$ cat config.mk
export PLATFORM = sky130hd
export DESIGN_NAME = fpga_mem_monitor
export DESIGN_NICKNAME = d
export VERILOG_FILES = /design/src/rtl/fpga_mon_pkg.sv /design/src/rtl/fpga_mem_monitor_pb_edge.sv /design/src/rtl/fpga_mem_monitor.sv
export SDC_FILE = /design/constraint.sdc
export NUM_CORES = 1
export LEC_CHECK = 0
export BUFFER_PORTS_ARGS = -buffer_cell sky130_fd_sc_hd__buf_2
export CORE_MARGIN = 5
export CORE_UTILIZATION = 45
export CTS_BUF_LIST = sky130_fd_sc_hd__clkbuf_2 sky130_fd_sc_hd__clkbuf_4 sky130_fd_sc_hd__clkbuf_8
export CTS_CLUSTER_SIZE = 12
export DETAILED_ROUTE_END_ITERATION = 8
export GPL_TIMING_DRIVEN = 0
export PLACE_DENSITY = 0.66
export SLEW_MARGIN = 10
export SYNTH_ARGS = -nofsm -noshare
export SYNTH_HDL_FRONTEND = slang
export SYNTH_SLANG_ARGS = --single-unit
$ cat constraint.sdc
create_clock -name clk -period 17.15 [get_ports clk]
set_input_delay 0 -clock clk [delete_from_list [all_inputs] [get_ports clk]]
set_output_delay 0 -clock clk [all_outputs]
set_load 0.03 [all_outputs]
$ cat src/rtl/fpga_mon_pkg.sv
// Shared types, button map and seven-segment encoding for the memory monitor.
package fpga_mon_pkg;

    typedef enum logic [2:0] {
        CPU_OWN,
        STALL,
        POLL_WAIT,
        READ_REQ,
        RELEASE
    } state_t;

    typedef enum logic {
        MODE_ADDR,
        MODE_DATA
    } mode_t;

    localparam int PB_MODE = 16;
    localparam int PB_STEP = 17;
    localparam int PB_OWN  = 18;

    // Segments g..a for hex 0..F; dp is added separately
    localparam logic [6:0] SEG_HEX [16] = '{
        7'h3F, 7'h06, 7'h5B, 7'h4F, 7'h66, 7'h6D, 7'h7D, 7'h07,
        7'h7F, 7'h6F, 7'h77, 7'h7C, 7'h39, 7'h5E, 7'h79, 7'h71
    };

    function automatic logic [7:0] hex_to_seg(input logic [3:0] nib);
        return {1'b0, SEG_HEX[nib]};
    endfunction

endpackage

$ cat src/rtl/fpga_mem_monitor_pb_edge.sv
// Two-flop synchroniser per button followed by a rising-edge detector.
module pb_edge #(
    parameter int W = 1
) (
    input  logic         clk,
    input  logic         reset,
    input  logic [W-1:0] d,
    output logic [W-1:0] rise
);

    logic [W-1:0] sync1;
    logic [W-1:0] sync2;
    logic [W-1:0] sync2_q;

    // NOTE: sequential state is written with non-blocking assignments so every
    // flop samples the pre-edge value of its neighbour, forming a true shift chain.
    always_ff @(posedge clk or posedge reset) begin
        if (reset) begin
            sync1   <= '0;
            sync2   <= '0;
            sync2_q <= '0;
        end else begin
            sync1   <= d;
            sync2   <= sync1;
            sync2_q <= sync2;
        end
    end

    assign rise = sync2 & ~sync2_q;

endmodule

$ cat src/rtl/fpga_mem_monitor.sv
// Debug monitor: takes the data memory port from the CPU, polls one word and
// shows its address or contents on seven-segment digits.
module fpga_mem_monitor
    import fpga_mon_pkg::*;
#(
    parameter int ADDR_W     = 32,
    parameter int DATA_W     = 32,
    parameter int NUM_DIGITS = 8,
    parameter int NUM_PB     = 21,
    parameter int POLL_DIV   = 10,
    parameter int TIMEOUT    = 15
) (
    input  logic                    clk,
    input  logic                    reset,
    input  logic [NUM_PB-1:0]       pb,
    input  logic                    cpu_idle,
    output logic                    cpu_stall,
    output logic                    mon_sel,
    output logic [ADDR_W-1:0]       mon_addr,
    output logic                    mon_ren,
    input  logic [DATA_W-1:0]       mon_rdata,
    input  logic                    mon_ack,
    output logic [NUM_DIGITS*8-1:0] ss,
    output logic                    owned_led,
    output logic                    err_led
);

    localparam int PW = $clog2(POLL_DIV + 1);
    localparam int TW = $clog2(TIMEOUT + 1);

    // Digits whose nibble lies wholly beyond the source width stay dark.
    function automatic logic [NUM_DIGITS*8-1:0] render(input logic [63:0] src,
                                                       input int width,
                                                       input logic dp);
        logic [NUM_DIGITS*8-1:0] r;
        r = '0;
        for (int i = 0; i < NUM_DIGITS; i++) begin
            if (i * 4 < width) r[i*8 +: 8] = hex_to_seg(src[i*4 +: 4]);
        end
        r[7] = r[7] | dp;
        return r;
    endfunction

    localparam logic [NUM_DIGITS*8-1:0] SS_RST = render(64'd0, ADDR_W, 1'b0);

    logic [NUM_PB-1:0] rise;
    logic              unused_rise;
    logic              ev_own, ev_step, ev_mode, ev_digit;
    logic              digit_hit;
    logic [3:0]        digit;

    state_t            state, state_next;
    mode_t             mode;
    logic [ADDR_W-1:0] addr;
    logic [DATA_W-1:0] data;
    logic [PW-1:0]     poll_cnt;
    logic [TW-1:0]     to_cnt;
    logic              ack_hit, to_hit;

    pb_edge #(.W(NUM_PB)) u_pb_edge (
        .clk   (clk),
        .reset (reset),
        .d     (pb),
        .rise  (rise)
    );

    // Buttons above the own/release button have no function.
    assign unused_rise = ^(rise >> 19);

    always_comb begin
        digit     = '0;
        digit_hit = 1'b0;
        for (int i = 15; i >= 0; i--) begin
            if (rise[i]) begin
                digit     = 4'(i);
                digit_hit = 1'b1;
            end
        end
    end

    assign ev_own   = rise[PB_OWN];
    assign ev_step  = rise[PB_STEP] && !ev_own;
    assign ev_mode  = rise[PB_MODE] && !rise[PB_STEP] && !ev_own;
    assign ev_digit = digit_hit && !rise[PB_MODE] && !rise[PB_STEP] && !ev_own;

    assign ack_hit = (state == READ_REQ) && mon_ack;
    assign to_hit  = (state == READ_REQ) && !mon_ack && (to_cnt == TW'(TIMEOUT - 1));

    always_ff @(posedge clk or posedge reset) begin
        if (reset) state <= CPU_OWN;
        else       state <= state_next;
    end

    // NOTE: every output of this block gets a default first, so no path leaves
    // a signal unassigned and no latch is inferred.
    always_comb begin
        state_next = state;
        cpu_stall  = 1'b0;
        mon_sel    = 1'b0;
        mon_ren    = 1'b0;
        unique case (state)
            CPU_OWN: begin
                if (ev_own) state_next = STALL;
            end
            STALL: begin
                cpu_stall = 1'b1;
                if (cpu_idle) state_next = POLL_WAIT;
            end
            POLL_WAIT: begin
                cpu_stall = 1'b1;
                mon_sel   = 1'b1;
                if (ev_own)               state_next = RELEASE;
                else if (poll_cnt == '0)  state_next = READ_REQ;
            end
            READ_REQ: begin
                cpu_stall = 1'b1;
                mon_sel   = 1'b1;
                mon_ren   = 1'b1;
                if (ack_hit || to_hit) state_next = POLL_WAIT;
            end
            RELEASE: begin
                cpu_stall  = 1'b1;
                state_next = CPU_OWN;
            end
            default: state_next = CPU_OWN;
        endcase
    end

    assign owned_led = mon_sel;

    // Poll counter is preloaded outside POLL_WAIT so it is ready on entry.
    always_ff @(posedge clk or posedge reset) begin
        if (reset) begin
            poll_cnt <= PW'(POLL_DIV - 1);
            to_cnt   <= '0;
        end else begin
            if (state != POLL_WAIT)   poll_cnt <= PW'(POLL_DIV - 1);
            else if (poll_cnt != '0)  poll_cnt <= poll_cnt - PW'(1);
            if (state == READ_REQ)    to_cnt   <= to_cnt + TW'(1);
            else                      to_cnt   <= '0;
        end
    end

    always_ff @(posedge clk or posedge reset) begin
        if (reset) begin
            addr     <= '0;
            mode     <= MODE_ADDR;
            data     <= '0;
            err_led  <= 1'b0;
            mon_addr <= '0;
        end else begin
            if (ev_step)       addr <= addr + ADDR_W'(4);
            else if (ev_digit) addr <= {addr[ADDR_W-5:0], digit};
            if (ev_mode)       mode <= (mode == MODE_ADDR) ? MODE_DATA : MODE_ADDR;

            if (ack_hit) begin
                data    <= mon_rdata;
                err_led <= 1'b0;
            end else if (to_hit) begin
                err_led <= 1'b1;
            end

            // Latch the entered address only as a read begins, keeping it stable.
            if (state != READ_REQ && state_next == READ_REQ) mon_addr <= addr;
        end
    end

    always_ff @(posedge clk or posedge reset) begin
        if (reset) begin
            ss <= SS_RST;
        end else if (mode == MODE_DATA) begin
            ss <= render(64'(data), DATA_W, err_led);
        end else begin
            ss <= render(64'(addr), ADDR_W, err_led);
        end
    end

endmodule
---- After elaboration in Yosys (flattened, before gate mapping) ----
Memories as Yosys holds them, arrays and structs flattened.
Index checks and enable logic that the tools add are counted.
word-level totals
  bits of input ports ..................... 57
  output and inout port bits .............. 101
  memories ................................ 16
  bits in registers ....................... 230
  memory bits (read-only) ................. 1792
  word-level logic and storage cells ...... 182
memories
  memory            words  width  rd ports  clocked after memory_dff  write ports  RTL line            RTL
  (name not given)  16     7      1         0                         0            fpga_mon_pkg.sv:28  return {1'b0, SEG_HEX[nib]};
  (name not given)  16     7      1         0                         0            fpga_mon_pkg.sv:28
  (name not given)  16     7      1         0                         0            fpga_mon_pkg.sv:28
  (name not given)  16     7      1         0                         0            fpga_mon_pkg.sv:28
  (name not given)  16     7      1         0                         0            fpga_mon_pkg.sv:28
  (name not given)  16     7      1         0                         0            fpga_mon_pkg.sv:28
  10 more memories  n/a    n/a    n/a       n/a                       n/a          n/a
operators by class
  $add $sub $neg .......................... 3
  mux-type cells .......................... 84
  equality and inequality tests ........... 8
  bitwise operators ....................... 20
  reduce and logical (&&, ||, !) cells .... 23
  $lt $le $gt $ge ......................... 16
operators with widths
  operator               number
  $mux 7                 32
  $ge 5x5->1 const B     16
  $not 4->5              16
  $mux 4                 19
  $mux 32                2
  $mux 63                1
  $add 32x3->32 const B  1
  $mux 1                 22
  $and 19x19->19         1
  $not 19->19            1
  $mux 8                 2
  $mux 3                 5
  $pmux 3 s4             1
  $logic_and 1x1->1      10
  $eq 3x2->1 const B     3
  $ne 3x2->1 const B     2
  $reduce_bool 2->1      3
  $add 4x1->4 const B    1
  $eq 4x4->1 const B     1
  $logic_not 1->1        4
  $logic_not 4->1        1
  $reduce_bool 4->1      1
  $reduce_or 4->1        1
  $sub 4x1->4 const B    1
  other kinds (6)        7

---- Logic depth before layout (Yosys ltp) ----
  depth after elaboration ................. 23
  depth in mapped cells ................... 8
  depth with buffers taken out ............ 7

---- Hierarchy ----
Synthesis repeated with hierarchy kept, for this count alone.
second synthesis, totals
  cell total of the unflattened synthesis .. 1250
  area, all modules ....................... 12921.1 um^2
modules (own cells, without submodules)
  module            cells an instance  times used  area an instance (um^2)  seq. area each (um^2)
  fpga_mem_monitor  1165               1           11051.8                  4216.5
  pb_edge           85                 1           1869.3                   1576.5

---- Worst setup path before layout ----
No wires, ideal clock.
  kind .................................... register -> register
  start point ............................. register state[2]
  end point ............................... register data[0]
  period minus slack after synthesis ...... 2.360 ns
  cell stages (with the launch flop) ...... 7
  arrival time ............................ 2.236 ns
  setup time .............................. 0.125 ns
  path buffers ............................ 1
  required time ........................... 17.025 ns
  setup slack ............................. 14.790 ns
  cells stage by stage .................... dfrtp_1 nor2b_1 nand2_1 inv_1 nand2_1 buf_1 mux2_2
on the way
  longest elaborated chain between the ends .. 2
RTL lines
  element                   RTL line                 RTL
  start: declaration        fpga_mem_monitor.sv:52   state_t state, state_next;
  start signal: assignment  fpga_mem_monitor.sv:91   else state <= state_next;
  $eq 3x2->1                fpga_mem_monitor.sv:86   assign ack_hit = (state == READ_REQ) && mon_ack;
  $logic_and 1x1->1         fpga_mem_monitor.sv:86
  end signal: assignment    fpga_mem_monitor.sv:157  data <= mon_rdata;
  end: declaration          fpga_mem_monitor.sv:55   logic [DATA_W-1:0] data;
No other way between the ends.
A chain may end at the register's enable or synchronous reset.

---- Worst setup path in the final report ----
  start point ............................. register addr[8]
  end point ............................... register addr[26]
on the way
  longest elaborated chain between the ends .. 2
RTL lines
  element                   RTL line                 RTL
  start: declaration        fpga_mem_monitor.sv:54   logic [ADDR_W-1:0] addr;
  start signal: assignment  fpga_mem_monitor.sv:152  if (ev_step) addr <= addr + ADDR_W'(4);
  start signal: assignment  fpga_mem_monitor.sv:153  else if (ev_digit) addr <= {addr[ADDR_W-5:0], digit};
  $add 32x3->32             fpga_mem_monitor.sv:152
  $mux 32                   fpga_mem_monitor.sv:152
No other way between the ends.

==> impl_metrics.yaml <==
run_status:
  status: "finished, final reports clean"
route:
  wirelength_um: 33100
  vias: 10300
  viasPerCell: 5.34
  drc: 0
  first_iter_violations: 815
  drt-pass1-iter-count: 5
  postRouteAntennaNets: 0
  drt-wirelength-per-cell_um: 17.2
cts:
  cts_resized: 0
  clk_latency_ns: 0.56
  cts.clk_slew.worst_paths_ns: 0.07
  cts_made_buffers: 41
  cts_max_level: 2
  hold_buffers: 54
  post_cts_buffers: 0
  clk_path_buf_depth: 3
  clockRootBuffer: "clkbuf_8"
  cts_tree: "done"
  cts.sinks: 223
setup_path:
  startpoint_type: "flip-flop"
  worstSetupPathType: "reg -> reg"
  end_kind: "flip-flop"
  arrival_ns: 3.50
  worstPathMaxFanout: 8
  crit_required_ns: 17.64
grt:
  antenna_found_initial: 0
  grt_pass1_wl_um: 53000
  grt-ovfl-total: 0
  grt_pass1_vias: 10000
  grt_usage_pct: 20.8
  grt_max_degree: 94
place:
  dpl_cell_area_mm2: 0.0139
  place_congestion: 0.902
  dp_slack_ns: 14.30
  dp_hpwl_um: 23300
  post-place-cells: 1791
  port_buffers: 148
final_layout:
  nets: 1687
  fin_area_mm2: 0.0155
  seq_area_mm2: 0.00564
  syn2layout_area_growth_pct: 22.7
  utilization_pct: 55.8
  multi_input_area_mm2: 0.00638
  instances_no_fill: 1921
  antenna_cells: 0
  filler_cell_count: 2452
  drive_gt1_share_pct: 23.7
floorplan:
  floorplan.core_area_mm2: 0.0277
  fp.dieW_um: 177
  io_pins: 158
  die_h_um: 177
  dieArea_mm2: 0.0315
  row_count: 61
  start_util_pct: 45.5
sta:
  setup_ws_ns: 14.14
  slew_headroom_pct: 11.7
  fin_crit_sh_pct: 17.5
  fin_worst_skew_ns: 0.0207
  holdWs_ns: 0.0141
  worst_pin_slew_ns: 1.31
  finalHoldViolCount: 0
  slew_viol_final: 0
  setup_viol: 0
  final.min_clock_period_ns: 3.01
  fmax_ghz: 0.332
  final.setup.tns_ns: 0
  rsz0062_at_grt: "false"
synth:
  synth_seq_cells: 223
  synth-edff-count: 0
  postSynth.asyncResetShare_pct: 100
  seq_area_frac_synth_pct: 44.8
  synth_ff_type: "dfrtp_1"
  synth_top_cell_by_area: "dfrtp_1"
  syn_inst: 1257
  yosysTopAreaCellShare_pct: 34.3
  netlist_top_cells_area: "dfrtp_1 34%, ha_1 12%, dfstp_2 10%, nand2_1 4.6%, mux2_2 4.1%"
  ys_types: 63
  ys_warn_count: 0
  synth.avg_cell_area_um2: 10.0
  netlist_area_mm2: 0.0126
pwr:
  power-per-cell-area_mw_per_mm2: 174
  p_leak_nw: 7.09
  vdd_drop_max_mv: 0.0715
  p_total_mw: 2.69
flow_run:
  drv_cap: 0
worst_hold_path:
  min_path_type: "in -> async"
## worst max-delay path, stage by stage (launching register included)
cell and delay [ns]:
dfrtp_1 0.54, ha_1 0.31, nand3_1 0.14, nor4_1 1.07, nand3_1 0.34, nor4_1 0.34
a211oi_1 0.12, nand2_1 0.09
## worst paths after layout
check	startpoint	to	slack, ns	cells after the start
min in group clk	pb[0]	u_pb_edge.sync1[0]	0.07	2
min reg2reg	u_pb_edge.sync1[17]	u_pb_edge.sync2[17]	0.34	0
max reg2reg	addr[8]	addr[26]	14.14	7
max in group asynchronous	reset	ss[29]	15.96	5
max	addr[8]	addr[26]	14.14	7
min	reset	data[27]	0.01	3
## report_power, final
| group | internal [mW] | switching (mW) | total [mW] |
|---|---|---|---|
| sequential | 0.719 | 0.127 | 0.846 |
| clock | 0.394 | 0.232 | 0.625 |
| combinational | 0.450 | 0.765 | 1.22 |
| total | 1.56 | 1.12 | 2.69 |
## flip-flops by register name, summed over array words and instances, names as in the netlist
name and cells:
ss 57, addr 32, data 32, mon_addr 32, u_pb_edge.sync1 19, u_pb_edge.sync2 19
u_pb_edge.sync2_q 19, poll_cnt 4, to_cnt 4, state 3, err_led 1, mode 1
## synthesized netlist by cell type (4+ instances only)
cell type,count
dfrtp_1,173
nand2_1,154
ha_1,120
o21ai_0,96
nor2_1,78
inv_1,66
clkbuf_1,55
dfstp_2,50
a21oi_1,47
mux2_2,46
nor2b_1,43
nand2b_1,31
nand3_1,25
mux2i_1,21
o311ai_0,19
a22oi_1,16
mux4_2,16
a31oi_1,15
nor3_1,15
o211ai_1,14
buf_1,10
nand4_1,10
a211oi_1,9
buf_4,9
a22o_1,8
or3_1,8
and3_1,7
nor3b_1,7
nor4_1,7
o31ai_1,7
a21o_1,6
a221o_1,6
a221oi_1,6
o32a_1,6
a311oi_1,5
xnor2_1,5
and2_1,4
buf_2,4
## per-layer routing
metal	up-vias	global-route usage (%)	share of wire (%)
met2	346	33.1	47
met3	66	5.41	7.7
met4	0	6.57	2.5
met5	-	0	0
li1	4914	-	-
met1	4936	28.1	43
## kinds of logic after synthesis
| family | count (synthesis) | share of synthesized area, % |
|---|---|---|
| AO/OA/AOI/OAI | 273 | 14.1 |
| XOR/XNOR | 6 | 0.417 |
| adder cells (fa/ha/maj) | 120 | 11.9 |
| buffers and inverters | 148 | 4.77 |
| flip-flops | 223 | 44.8 |
| multiplexers | 83 | 8.63 |
| other | 1 | 0.0297 |
| AND/OR/NAND/NOR | 403 | 15.4 |
## cell type report
class / instances / share of cell area, %
timing repair buffer: 204 / 8.64
tap: 378 / 3.06
buffer: 79 / 2.22
clock inverter: 15 / 1.68
inverter: 69 / 1.72
sequential: 223 / 36.5
multi-input combinational: 892 / 41.3
clock buffer: 61 / 4.94
## layout by cell type (no fill, tap or decap), types with 8 or more instances in the layout
cell type / n
a211oi_1: 9
a21oi_1: 47
a22o_1: 8
a22oi_1: 16
a31oi_1: 15
buf_1: 10
buf_2: 152
buf_4: 9
clkbuf_1: 55
clkbuf_4: 12
clkbuf_8: 49
dfrtp_1: 173
dfstp_2: 50
dlygate4sd3_1: 54
ha_1: 120
inv_1: 65
mux2_2: 46
mux2i_1: 21
mux4_2: 16
nand2_1: 154
nand2b_1: 31
nand3_1: 25
nand4_1: 10
nor2_1: 78
nor2b_1: 43
nor3_1: 15
o211ai_1: 14
o21ai_0: 96
o311ai_0: 19
or3_1: 8
No activity file was read; power rests on OpenSTA's default activity.
